**config.mk**
```make
export PLATFORM = sky130hd
export DESIGN_NAME = uart_tx_fifo_flat
export DESIGN_NICKNAME = d
export VERILOG_FILES = /design/src/rtl/uart_pkg.sv /design/src/rtl/uart_tx_fifo_if.sv /design/src/rtl/sync_fifo.sv /design/src/rtl/uart_tx_fifo.sv /design/src/flat_wrapper.sv
export SDC_FILE = /design/constraint.sdc
export NUM_CORES = 1
export LEC_CHECK = 0
export ABC_CLOCK_PERIOD_IN_PS = 6050
export CORE_ASPECT_RATIO = 1.5
export CORE_MARGIN = 2
export CORE_UTILIZATION = 45
export CTS_BUF_LIST = sky130_fd_sc_hd__clkbuf_8
export CTS_CLUSTER_SIZE = 20
export DETAILED_ROUTE_END_ITERATION = 10
export PLACE_DENSITY = 0.62
export SLEW_MARGIN = 30
export SYNTH_ARGS = -nofsm -noshare
export SYNTH_HDL_FRONTEND = slang
export SYNTH_SLANG_ARGS = --single-unit
```
**constraint.sdc**
```tcl
create_clock -name clk -period 6.05 [get_ports clk]
set_input_delay 0.9075 -clock clk [delete_from_list [all_inputs] [get_ports clk]]
set_output_delay 0.9075 -clock clk [all_outputs]
set_load 0.05 [all_outputs]
```
**src/rtl/uart_pkg.sv**
```systemverilog
// Shared types and helpers for the FIFO-buffered UART transmitter.
package uart_pkg;

  typedef enum logic [1:0] {
    PAR_NONE = 2'b00,
    PAR_EVEN = 2'b01,
    PAR_ODD  = 2'b10
  } parity_t;

  typedef enum logic [2:0] {
    ST_IDLE,
    ST_START,
    ST_DATA,
    ST_PARITY,
    ST_STOP
  } state_t;

  localparam int DIV_MAX_W = 32;

  // A bit period shorter than two clocks cannot be timed, so 0 and 1 run as 2.
  function automatic logic [DIV_MAX_W-1:0] div_eff(input logic [DIV_MAX_W-1:0] d);
    logic [DIV_MAX_W-1:0] r;
    r = (d < DIV_MAX_W'(2)) ? DIV_MAX_W'(2) : d;
    return r;
  endfunction

  function automatic parity_t parity_decode(input logic [1:0] p);
    parity_t r;
    case (p)
      2'b01:   r = PAR_EVEN;
      2'b10:   r = PAR_ODD;
      default: r = PAR_NONE;
    endcase
    return r;
  endfunction

endpackage

```
**src/rtl/uart_tx_fifo_if.sv**
```systemverilog
// Character write port of the UART transmitter.
// A character transfers on a rising clk edge where s_valid and s_ready are both high;
// s_data must be stable while s_valid is high, and s_ready does not depend on s_valid.
interface uart_tx_fifo_if #(
  parameter int DATA_W = 8
);
  logic              s_valid;
  logic              s_ready;
  logic [DATA_W-1:0] s_data;

  modport master (output s_valid, output s_data, input s_ready);
  modport slave  (input s_valid, input s_data, output s_ready);
endinterface

```
**src/rtl/sync_fifo.sv**
```systemverilog
// Single-clock FIFO with registered full/empty flags and an occupancy count.
module sync_fifo #(
  parameter int WIDTH = 8,
  parameter int DEPTH = 16
) (
  input  logic                         clk,
  input  logic                         reset,
  input  logic                         wr_en,
  input  logic [WIDTH-1:0]             wr_data,
  output logic                         full,
  input  logic                         rd_en,
  output logic [WIDTH-1:0]             rd_data,
  output logic                         empty,
  output logic [$clog2(DEPTH+1)-1:0]   level
);
  localparam int AW = $clog2(DEPTH);
  localparam int PW = AW + 1;
  localparam int LW = $clog2(DEPTH + 1);

  logic [WIDTH-1:0] mem [DEPTH];
  logic [PW-1:0]    wr_ptr, rd_ptr, wr_ptr_n, rd_ptr_n;
  logic [LW-1:0]    level_n;
  logic             do_wr, do_rd;

  assign do_wr = wr_en & ~full;
  assign do_rd = rd_en & ~empty;

  // The wrap bit lets the pointer difference span 0..DEPTH without ambiguity.
  always_comb begin
    wr_ptr_n = wr_ptr + PW'(do_wr);
    rd_ptr_n = rd_ptr + PW'(do_rd);
    level_n  = LW'(wr_ptr_n - rd_ptr_n);
  end

  always_ff @(posedge clk or posedge reset) begin
    if (reset) begin
      wr_ptr <= '0;
      rd_ptr <= '0;
      level  <= '0;
      full   <= 1'b0;
      empty  <= 1'b1;
    end else begin
      wr_ptr <= wr_ptr_n;
      rd_ptr <= rd_ptr_n;
      level  <= level_n;
      full   <= (level_n == LW'(DEPTH));
      empty  <= (level_n == '0);
    end
  end

  always_ff @(posedge clk) begin
    if (do_wr) mem[wr_ptr[AW-1:0]] <= wr_data;
  end

  assign rd_data = mem[rd_ptr[AW-1:0]];

endmodule

```
**src/rtl/uart_tx_fifo.sv**
```systemverilog
// UART transmitter with transmit FIFO, runtime divisor, character length, parity and stop bits.
module uart_tx_fifo
  import uart_pkg::*;
#(
  parameter int DATA_W = 8,
  parameter int DEPTH  = 16,
  parameter int DIV_W  = 16
) (
  input  logic                        clk,
  input  logic                        reset,
  uart_tx_fifo_if.slave               s,
  input  logic [DIV_W-1:0]            cfg_div,
  input  logic [3:0]                  cfg_bits,
  input  logic [1:0]                  cfg_parity,
  input  logic                        cfg_stop2,
  output logic                        tx,
  output logic                        busy,
  output logic                        frame_done,
  output logic [$clog2(DEPTH+1)-1:0]  fifo_level,
  output state_t                      dbg_state
);
  localparam int BW = $clog2(DATA_W + 1);

  function automatic logic [BW-1:0] bits_eff(input logic [3:0] b);
    logic [BW-1:0] r;
    if (b >= 4'd5 && 32'(b) <= DATA_W) r = BW'(b);
    else                               r = BW'(DATA_W);
    return r;
  endfunction

  state_t            state;
  logic [DIV_W-1:0]  cnt, div_sh;
  logic [BW-1:0]     bit_idx, bits_sh;
  logic              stop_idx, stop2_sh;
  parity_t           par_sh;
  logic              par_acc;
  logic [DATA_W-1:0] shreg;

  logic              fifo_full, fifo_empty, pop, bit_end, stop_last;
  logic [DATA_W-1:0] fifo_data;

  sync_fifo #(.WIDTH(DATA_W), .DEPTH(DEPTH)) u_fifo (
    .clk     (clk),
    .reset   (reset),
    .wr_en   (s.s_valid),
    .wr_data (s.s_data),
    .full    (fifo_full),
    .rd_en   (pop),
    .rd_data (fifo_data),
    .empty   (fifo_empty),
    .level   (fifo_level)
  );

  assign s.s_ready = ~fifo_full;
  assign dbg_state = state;

  assign bit_end   = (cnt == div_sh - DIV_W'(1));
  assign stop_last = (stop_idx == stop2_sh);
  // Popping on the last stop clock chains frames with no idle gap.
  assign pop = ~fifo_empty &
               ((state == ST_IDLE) | ((state == ST_STOP) & bit_end & stop_last));

  always_ff @(posedge clk or posedge reset) begin
    if (reset) begin
      state      <= ST_IDLE;
      tx         <= 1'b1;
      busy       <= 1'b0;
      frame_done <= 1'b0;
      cnt        <= '0;
      bit_idx    <= '0;
      stop_idx   <= 1'b0;
      par_acc    <= 1'b0;
      shreg      <= '0;
      div_sh     <= DIV_W'(2);
      bits_sh    <= BW'(DATA_W);
      par_sh     <= PAR_NONE;
      stop2_sh   <= 1'b0;
    end else begin
      frame_done <= 1'b0;
      if (pop) begin
        state    <= ST_START;
        tx       <= 1'b0;
        busy     <= 1'b1;
        cnt      <= '0;
        bit_idx  <= '0;
        stop_idx <= 1'b0;
        par_acc  <= 1'b0;
        shreg    <= fifo_data;
        div_sh   <= DIV_W'(div_eff(DIV_MAX_W'(cfg_div)));
        bits_sh  <= bits_eff(cfg_bits);
        par_sh   <= parity_decode(cfg_parity);
        stop2_sh <= cfg_stop2;
      end else if (state != ST_IDLE) begin
        if (!bit_end) begin
          cnt        <= cnt + DIV_W'(1);
          // Registered pulse lands on the final clock of the last stop bit.
          frame_done <= (state == ST_STOP) && stop_last && (cnt + DIV_W'(2) == div_sh);
        end else begin
          cnt <= '0;
          case (state)
            ST_START: begin
              state   <= ST_DATA;
              tx      <= shreg[0];
              par_acc <= par_acc ^ shreg[0];
              shreg   <= shreg >> 1;
            end
            ST_DATA: begin
              if (bit_idx == bits_sh - BW'(1)) begin
                if (par_sh == PAR_NONE) begin
                  state <= ST_STOP;
                  tx    <= 1'b1;
                end else begin
                  state <= ST_PARITY;
                  tx    <= (par_sh == PAR_ODD) ? ~par_acc : par_acc;
                end
              end else begin
                bit_idx <= bit_idx + BW'(1);
                tx      <= shreg[0];
                par_acc <= par_acc ^ shreg[0];
                shreg   <= shreg >> 1;
              end
            end
            ST_PARITY: begin
              state <= ST_STOP;
              tx    <= 1'b1;
            end
            ST_STOP: begin
              if (stop_last) begin
                state <= ST_IDLE;
                busy  <= 1'b0;
              end else begin
                stop_idx <= 1'b1;
              end
            end
            default: state <= ST_IDLE;
          endcase
        end
      end
    end
  end

endmodule

```
**src/flat_wrapper.sv**
```systemverilog
// flat-port wrapper written by rule: the top's interface ports become plain ports
module uart_tx_fifo_flat import uart_pkg::*;
#(
  parameter int DATA_W = 8,
  parameter int DEPTH  = 16,
  parameter int DIV_W  = 16
)
  (clk, reset, cfg_div, cfg_bits, cfg_parity, cfg_stop2, tx, busy, frame_done, fifo_level, dbg_state, s_s_valid, s_s_data, s_s_ready);
  uart_tx_fifo_if #(.DATA_W(DATA_W)) s_i ();
  input  logic clk;
  input  logic reset;
  input  logic [DIV_W-1:0] cfg_div;
  input  logic [3:0] cfg_bits;
  input  logic [1:0] cfg_parity;
  input  logic cfg_stop2;
  output logic tx;
  output logic busy;
  output logic frame_done;
  output logic [$clog2(DEPTH+1)-1:0] fifo_level;
  output state_t dbg_state;
  input wire logic [$bits(s_i.s_valid)-1:0] s_s_valid;
  input wire logic [$bits(s_i.s_data)-1:0] s_s_data;
  output wire logic [$bits(s_i.s_ready)-1:0] s_s_ready;
  assign s_i.s_valid = s_s_valid;
  assign s_i.s_data = s_s_data;
  assign s_s_ready = s_i.s_ready;
  uart_tx_fifo #(.DATA_W(DATA_W), .DEPTH(DEPTH), .DIV_W(DIV_W)) u_core (.clk(clk), .reset(reset), .s(s_i), .cfg_div(cfg_div), .cfg_bits(cfg_bits), .cfg_parity(cfg_parity), .cfg_stop2(cfg_stop2), .tx(tx), .busy(busy), .frame_done(frame_done), .fifo_level(fifo_level), .dbg_state(dbg_state));
endmodule
```
==> impl_metrics.toml <==
[sta]
timing.final.crit_period_ns = 4.59
finalMaxSlewViolations = 0
slew_headroom_pct = 37.6
final.setup_skew_ns = 0.0291
fmaxAchievable_mhz = 218
max_slew.worst_pin.slew_ns = 0.933
report.final.setup_viol = 0
layout_worst_path_cycle_share_pct = 75.9
rsz_0062_raised_after_global_routing = "false"
hold_viol = 0
setup_total_negative_slack_ns = 0

[setup_path]
timing.critical_path.slowest_cell_delay_ns = 0.50
worstPathBufferInverterCount = 3
timing.reg2reg.setup_slack_ns = 1.46
critical_path_peak_fanout = 8
critPathMostFrequentCell = "ha_1"
cp_slowest_cell = "or4_1"
crit_chain = "inv_1 -> ha_1 -> or3b_1 -> or4_1 -> a221oi_2 -> o2111ai_2 -> nor4b_2 -> nor2_2 -> inv_2 -> ha_1 -> ha_1 -> inv_1 -> ha_1 -> a21o_1 -> a21oi_1 -> xnor2_1 -> nor4_1 -> nor2b_1"
worst_setup_path_start_kind = "register"
cp_top_family = "simple AND/OR/NAND/NOR gates"
worstReg2RegStart = "u_core.div_sh[0]"
critPathArrivalTime_ns = 5.06
worst-endpoint-required_ns = 6.51
critical_path_class = "register to register"
critical_path.endpoint_type = "register"
rr_endpoint = "u_core.u_fifo.empty"
r2r_cells = 18

[power_and_ir_drop]
pwr-share-seq_pct = 39.0
cell_internal_pwr_mw = 3.47
p_sw_share_pct = 36.6
switchingPower_mw = 2.00
share_of_total_power_in_the_clock_network_pct = 24.7
power_per_cell_area_nw_per_um2 = 494
share_of_power_burned_in_combinational_logic_pct = 36.4
leakage_nw = 4.04
ir_worst_vdd_mv = 0.321

[global_routing]
met3_usage_pct = 3.07
grt_use_total_pct = 19.9
gr-max-usage-layer = "met2"
grt_pass1_vias = 6416
grt_use_met2_pct = 37.1
pin_count_of_the_biggest_net_entering_global_routing = 77
grt_antenna_before_repair = 0
grt_util_met1_pct = 21.7
grt_pass1_wl_um = 34500
globalRouteOverflowTotal = 0

[clocking]
tritoncts_num_sinks = 204
tritoncts = "done"
clkLatencyLatePin_ns = 0.53
cts_buffers = 34
cts-resized-gates = 0
cts.hold.buffers_added = 0
clkSlewWorstSetupHoldPaths_ns = 0.06
clock_path_buffers = 3
cts_post_setup_buffers_inserted = 0
clock_tree.root_cell = "clkbuf_8"
number_of_h_tree_levels = 2

[place]
gp_routability_congestion = 0.918
port_buffers = 45
place_hpwl_um = 15100
place_area_um2 = 10300

[routing]
number_of_detailed_route_iterations_in_the_first_pass = 4
routedWlPerCell_um = 19.9
drt-initial-drc-count = 335
detailroute.via_count = 6016
remaining_drc_errors = 0
drtAntennaViolNets = 0
route.detailed.vias_per_inst = 5.62
finalWirelength_um = 21300

[finish]
stdcell_area_um2 = 11100
flow.area_growth_from_synthesis_pct = 14.5
diodes = 0
final_layout_size_suffix_gt1_share_pct = 17.1
layout_net_count = 827
nFillCells = 1771

[hold_path]
hold_path_startpoint = "u_core.u_fifo.rd_ptr[4]"
min_to = "u_core.u_fifo.rd_ptr[4]"
hold_path.class = "register to register"
worstHoldPathCells = 1

[die]
core_um2 = 21100
die_x_um = 124
initial_cell_density_of_the_core_pct = 45.9
i_o_pin_cnt = 46
die_y_um = 183
rows = 65
die_area_um2 = 22700

[yosys]
synthDistinctLibCells = 81
synth.cell_area_um2 = 9670
number_of_flops_mapped_to_enable_cells_by_yosys = 128
synth_cells = 732
synth_nets = 780
ys_ff_latch = 204
fraction_of_registers_with_async_set_reset_pct = 37.3
ys_warn_count = 0
synth.avg_cell_area_um2 = 13.2
synth_seq_area_share_pct = 59.5
ys_dominant_reg_cell = "edfxtp_1"

[outcome]
status = "finished clean"

[job]
maxCapViolCount = 0
metal layers:
layer	up-vias	part of all wire, %
met5	-	0
met4	0	4.6
met3	52	2.8
met2	120	55
met1	3025	37
li1	2819	-
synth_stat cells (all sizes together) (14+ instances only):
cell type    n  area [µm²]
xnor2       31         272
nor2        56         215
o21ai       23         115
dfrtp       72        1800
edfxtp     128        3840
xor2        27         236
nand2       78         300
mux4        40         901
nand3       28         140
clkbuf      29         109
inv         23        86.3
nand2b      14        87.6
nor3        21         105
buf         14         103
cells in the final DEF, fill, tap and decap left out, drive strengths merged, types with 4 or more instances in the layout:
cell           Yosys  routed
xor2              27      27
and3               4       4
inv               23      33
xnor2             31      31
dfrtp             72      72
nand2b            14      14
mux2               5       5
mux4              40      40
and2               5       5
buf               14       9
nand3             28      28
nor4              10      10
o221a              7       7
dfstp              4       4
ha                13      13
nand4              9       9
clkbuf            29      36
or3                6       6
nor2              56      56
clkinv             0       9
a21oi             10      10
nor3              21      21
nor4b              4       4
o21ai             23      23
clkdlybuf4s50      0      45
edfxtp           128     128
bufinv             0       5
nand2             78      78
nor2b              7       7
worst max path at each step:
| stage | to | startpoint | depth (start not counted) |
|---|---|---|---|
| 6_report | u_core.u_fifo.empty | u_core.div_sh[0] | 18 |
| 5_1_grt | u_core.u_fifo.empty | u_core.div_sh[0] | 18 |
| 4_1_cts | u_core.u_fifo.empty | u_core.div_sh[0] | 18 |
| 3_5_place_dp | u_core.u_fifo.empty | u_core.div_sh[0] | 18 |
| 3_3_place_gp | u_core.u_fifo.full | u_core.div_sh[0] | 18 |
| 2_1_floorplan | u_core.u_fifo.full | u_core.div_sh[0] | 21 |
final cells by class:
| cell class | count | area [µm²] | area share, % |
|---|---|---|---|
| Sequential cell | 204 | 5750 | 52.0 |
| Multi-Input combinational cell | 462 | 3620 | 32.7 |
| Timing Repair Buffer | 54 | 522 | 4.72 |
| Clock buffer | 36 | 495 | 4.48 |
| Tap cell | 268 | 335 | 3.03 |
| Clock inverter | 24 | 250 | 2.26 |
| Inverter | 23 | 87.6 | 0.792 |
cell families (layout without fill, tap and decap cells):
| group | after synthesis | count (layout) | synth area share (%) |
|---|---|---|---|
| XOR/XNOR | 58 | 58 | 5.26 |
| buffers and inverters | 66 | 137 | 3.08 |
| multiplexers | 47 | 47 | 10.1 |
| AO/OA/AOI/OAI | 80 | 80 | 6.28 |
| flip-flops | 204 | 204 | 59.5 |
| AND/OR/NAND/NOR | 263 | 263 | 13.9 |
| adder cells (fa/ha/maj) | 14 | 14 | 1.89 |
state kept, by name, indices dropped and copies added, names as in the netlist, 2 cells and up:
register	count
u_core.dbg_state	3
u_core.u_fifo.rd_ptr	5
u_core.div_sh	16
u_core.bits_sh	4
u_core.par_sh	2
u_core.shreg	8
u_core.u_fifo.wr_ptr	5
u_core.bit_idx	4
u_core.u_fifo.mem	128
u_core.u_fifo.level	5
u_core.cnt	16
stage by stage:
stage                     power (mW)  util (%)  setup WS (ns)  hold slack [ns]  std cells
after floorplan                 3.63         -           1.55            0.462        732
after global placement          4.11      49.0           1.57            0.490       1011
after detailed placement        4.17      49.0           1.43            0.489       1011
after CTS                       5.54      52.5           1.43            0.499       1071
after global routing            5.82      52.5           1.05            0.528       1071
final                           5.47      52.5           1.46            0.491       1071
power groups by stage:
stage / Combinational, mW / Clock [mW] / Sequential [mW]
floorplan: 1.65 / 0 / 1.98
global placement: 1.97 / 0 / 2.14
detailed placement: 2.02 / 0 / 2.16
CTS: 2.02 / 1.39 / 2.13
global route: 2.21 / 1.44 / 2.17
finish: 1.99 / 1.35 / 2.13
(Power assumes the default switching activity.)
==> variant (same settings) <==
`DATA_W` is set to 8 in 3 places; all go to 16.
--- a/src/rtl/uart_tx_fifo_if.sv
+++ b/src/rtl/uart_tx_fifo_if.sv
@@ -3,5 +3,5 @@
 // s_data must be stable while s_valid is high, and s_ready does not depend on s_valid.
 interface uart_tx_fifo_if #(
-  parameter int DATA_W = 8
+  parameter int DATA_W = 16
 );
   logic              s_valid;
--- a/src/rtl/uart_tx_fifo.sv
+++ b/src/rtl/uart_tx_fifo.sv
@@ -3,5 +3,5 @@
   import uart_pkg::*;
 #(
-  parameter int DATA_W = 8,
+  parameter int DATA_W = 16,
   parameter int DEPTH  = 16,
   parameter int DIV_W  = 16
--- a/src/flat_wrapper.sv
+++ b/src/flat_wrapper.sv
@@ -2,5 +2,5 @@
 module uart_tx_fifo_flat import uart_pkg::*;
 #(
-  parameter int DATA_W = 8,
+  parameter int DATA_W = 16,
   parameter int DEPTH  = 16,
   parameter int DIV_W  = 16
Interface: changed (resized s_s_data); port bits go from 46 to 54. No check against the original RTL was run, so the function may have changed too.
==> variant against the unedited design <==
  * Clock power increased by 56%
  * Total power rose by 48%
  * Routed wire length rose by 58%
  * Setup slack better by 240 ps
  * Global-route usage grew 0.073 points
  * Via count increased by 39%
  * Combinational power rose by 36%
  * Largest power group unchanged
  * Sequential cell count is 138 higher
  * Critical path type unchanged
  * Final area is 54% higher
  * Die area increased by 51%
  * Synthesized area rose by 53%
==> variant: results (changes against the unedited design) <==
Syn_nets: 985 (was 780)
Met1 Track Usage GR: 21.2% (was 21.7%)
GR Overflow Total: 0 (unchanged)
GR Util met3: 3.26% (was 3.07%)
WL/cell: 22.9 um (was 19.9 um)
Setup bufs post-CTS: 0 (unchanged)
Final net count: 1068 (was 827)
Pre-Repair DR Iteration Count: 5 (was 4)
Layout cells sized above 1: 20.8% (was 17.1%)
Max reg flops: 256 (was 128)
Hold path start: u_core.u_fifo.wr_ptr[4] (was u_core.u_fifo.rd_ptr[4])
Via count of the first global-routing pass: 8937 (was 6416)
Post-synth EDFFs: 256 (was 128)
First-pass GRT wire length: 51500 um (was 34500 um)
Synth warn: 0 (unchanged)
FFs w/ async S/R, synth: 25.1% (was 37.3%)
Max incr delay on CP: 520 ps (was 500 ps)
Vias: 8348 (was 6016)
Commonest cells in the netlist: 256 x edfxtp_1, 82 x dfrtp_1, 71 x mux4_2 (was 128 x edfxtp_1, 77 x nand2_1, 72 x dfrtp_1)
Clock Latency Late Sink: 600 ps (was 530 ps)
Final hold slack: 487 ps (was 491 ps)
Synth cell types: 67 (was 81)
VDD IR max: 0.223 mV (was 0.321 mV)
Crit-path max FO: 13 (was 8)
Reg2reg start: u_core.div_sh[6] (was u_core.div_sh[0])
Worst Hold Endpoint: u_core.u_fifo.wr_ptr[4] (was u_core.u_fifo.rd_ptr[4])
Top cells by area, synth: edfxtp_1 52%, dfrtp_1 14%, mux4_2 11% (was edfxtp_1 40%, dfrtp_1 19%, mux4_2 9.3%)
Hold Path Class: flop to flop (unchanged)
Sequential-to-total area share from yosys stat: 66.7% (was 59.5%)
Tot GR Track Use: 20.0% (was 19.9%)
Slew margin rel.: 38.0% (was 37.6%)
R2r setup slk: 1690 ps (was 1460 ps)
Switching part of the total: 33.5% (was 36.6%)
Initial antenna violation count: 0 (unchanged)
Final GP Congestion: 0.848 (was 0.918)
Total Wirelength: 33600 um (was 21300 um)
Port-buffer cells: 53 (was 45)
Critical Path AT: 4890 ps (was 5060 ps)
Status: complete, no violations (unchanged)
Syn Inst Count: 929 (was 732)
Leakage: 5.90 nW (was 4.04 nW)
Worst Skew: 22.9 ps (was 29.1 ps)
Clock-pin slew on the worst setup and hold paths: 70 ps
DP Wirelength: 21200 um (was 15100 um)
Met2 usage: 38.5% (was 37.1%)
DRC violations left: 0 (unchanged)
R2R Path End: u_core.u_fifo.full (was u_core.u_fifo.empty)
Reg2reg path depth: 15 (was 18)
Starting DRT DRC Count: 490 (was 335)
Placed instance count: 1373 (was 1011)
Slowest-stage cell, CP: dfrtp_1 (was or4_1)
TritonCTS Buffers: 52 (was 34)
Largest net degree at the start of global routing: 71 (was 77)
Hold depth: 1 (unchanged)
## variant: cell families after synthesis
logic type | after synthesis | share of synthesized area [%]
simple gates | 210 | 7.32
compound gates | 111 | 5.03
mux | 117 | 14.1
fa+ha+maj | 14 | 1.24
buf+inv | 73 | 1.94
flops | 342 | 66.7
xor+xnor | 62 | 3.68
## variant: through the flow
| step | power [mW] | setup WS [ps] | area, um2 |
|---|---|---|---|
| 2_1_floorplan | 5.29 | 1940 | 14800 |
| 3_3_place_gp | 6.06 | 1780 | 15900 |
| 3_5_place_dp | 6.10 | 1700 | 15900 |
| 4_1_cts | 8.22 | 1670 | 17000 |
| 5_1_grt | 8.58 | 1350 | 17000 |
| 6_report | 8.10 | 1690 | 17000 |
## variant: how the worst max path moves through the flow
stage | startpoint | to
global route | u_core.div_sh[6] | u_core.u_fifo.empty
finish | u_core.div_sh[6] | u_core.u_fifo.full
global placement | u_core.div_sh[6] | u_core.u_fifo.full
detailed placement | u_core.div_sh[6] | u_core.u_fifo.full
CTS | u_core.div_sh[6] | u_core.u_fifo.full
floorplan | u_core.div_sh[2] | u_core.u_fifo.full
## variant: per-layer routing
layer	part of all wire [%]	vias to the layer above
li1	-	3796
met1	36	4253
met2	56	215
met3	3.9	84
met4	4.1	0
met5	0	-
## variant: critical path, delay by kind of cell (launching register included)
kind / cells / cell delay, ps
compound gates: 6 / 1610
xor+xnor: 2 / 320
fa+ha+maj: 3 / 850
buf+inv: 1 / 70
flops: 1 / 520
simple gates: 3 / 900
## variant: power by group through the flow
stage          Combinational [mW]  Sequential, mW  Clock (mW)
2_1_floorplan                2.06            3.23           0
3_3_place_gp                 2.73            3.33           0
3_5_place_dp                 2.75            3.35           0
4_1_cts                      2.76            3.31        2.16
5_1_grt                      2.97            3.36        2.25
6_report                     2.70            3.30        2.10
## variant: final cells by class
type | instances | area, um2
Timing Repair Buffer | 75 | 696
Tap cell | 415 | 519
Clock buffer | 57 | 785
Clock inverter | 39 | 377
Sequential cell | 342 | 9850
Multi-Input combinational cell | 514 | 4720
Inverter | 27 | 103
Fill cell | 2675 | 15400
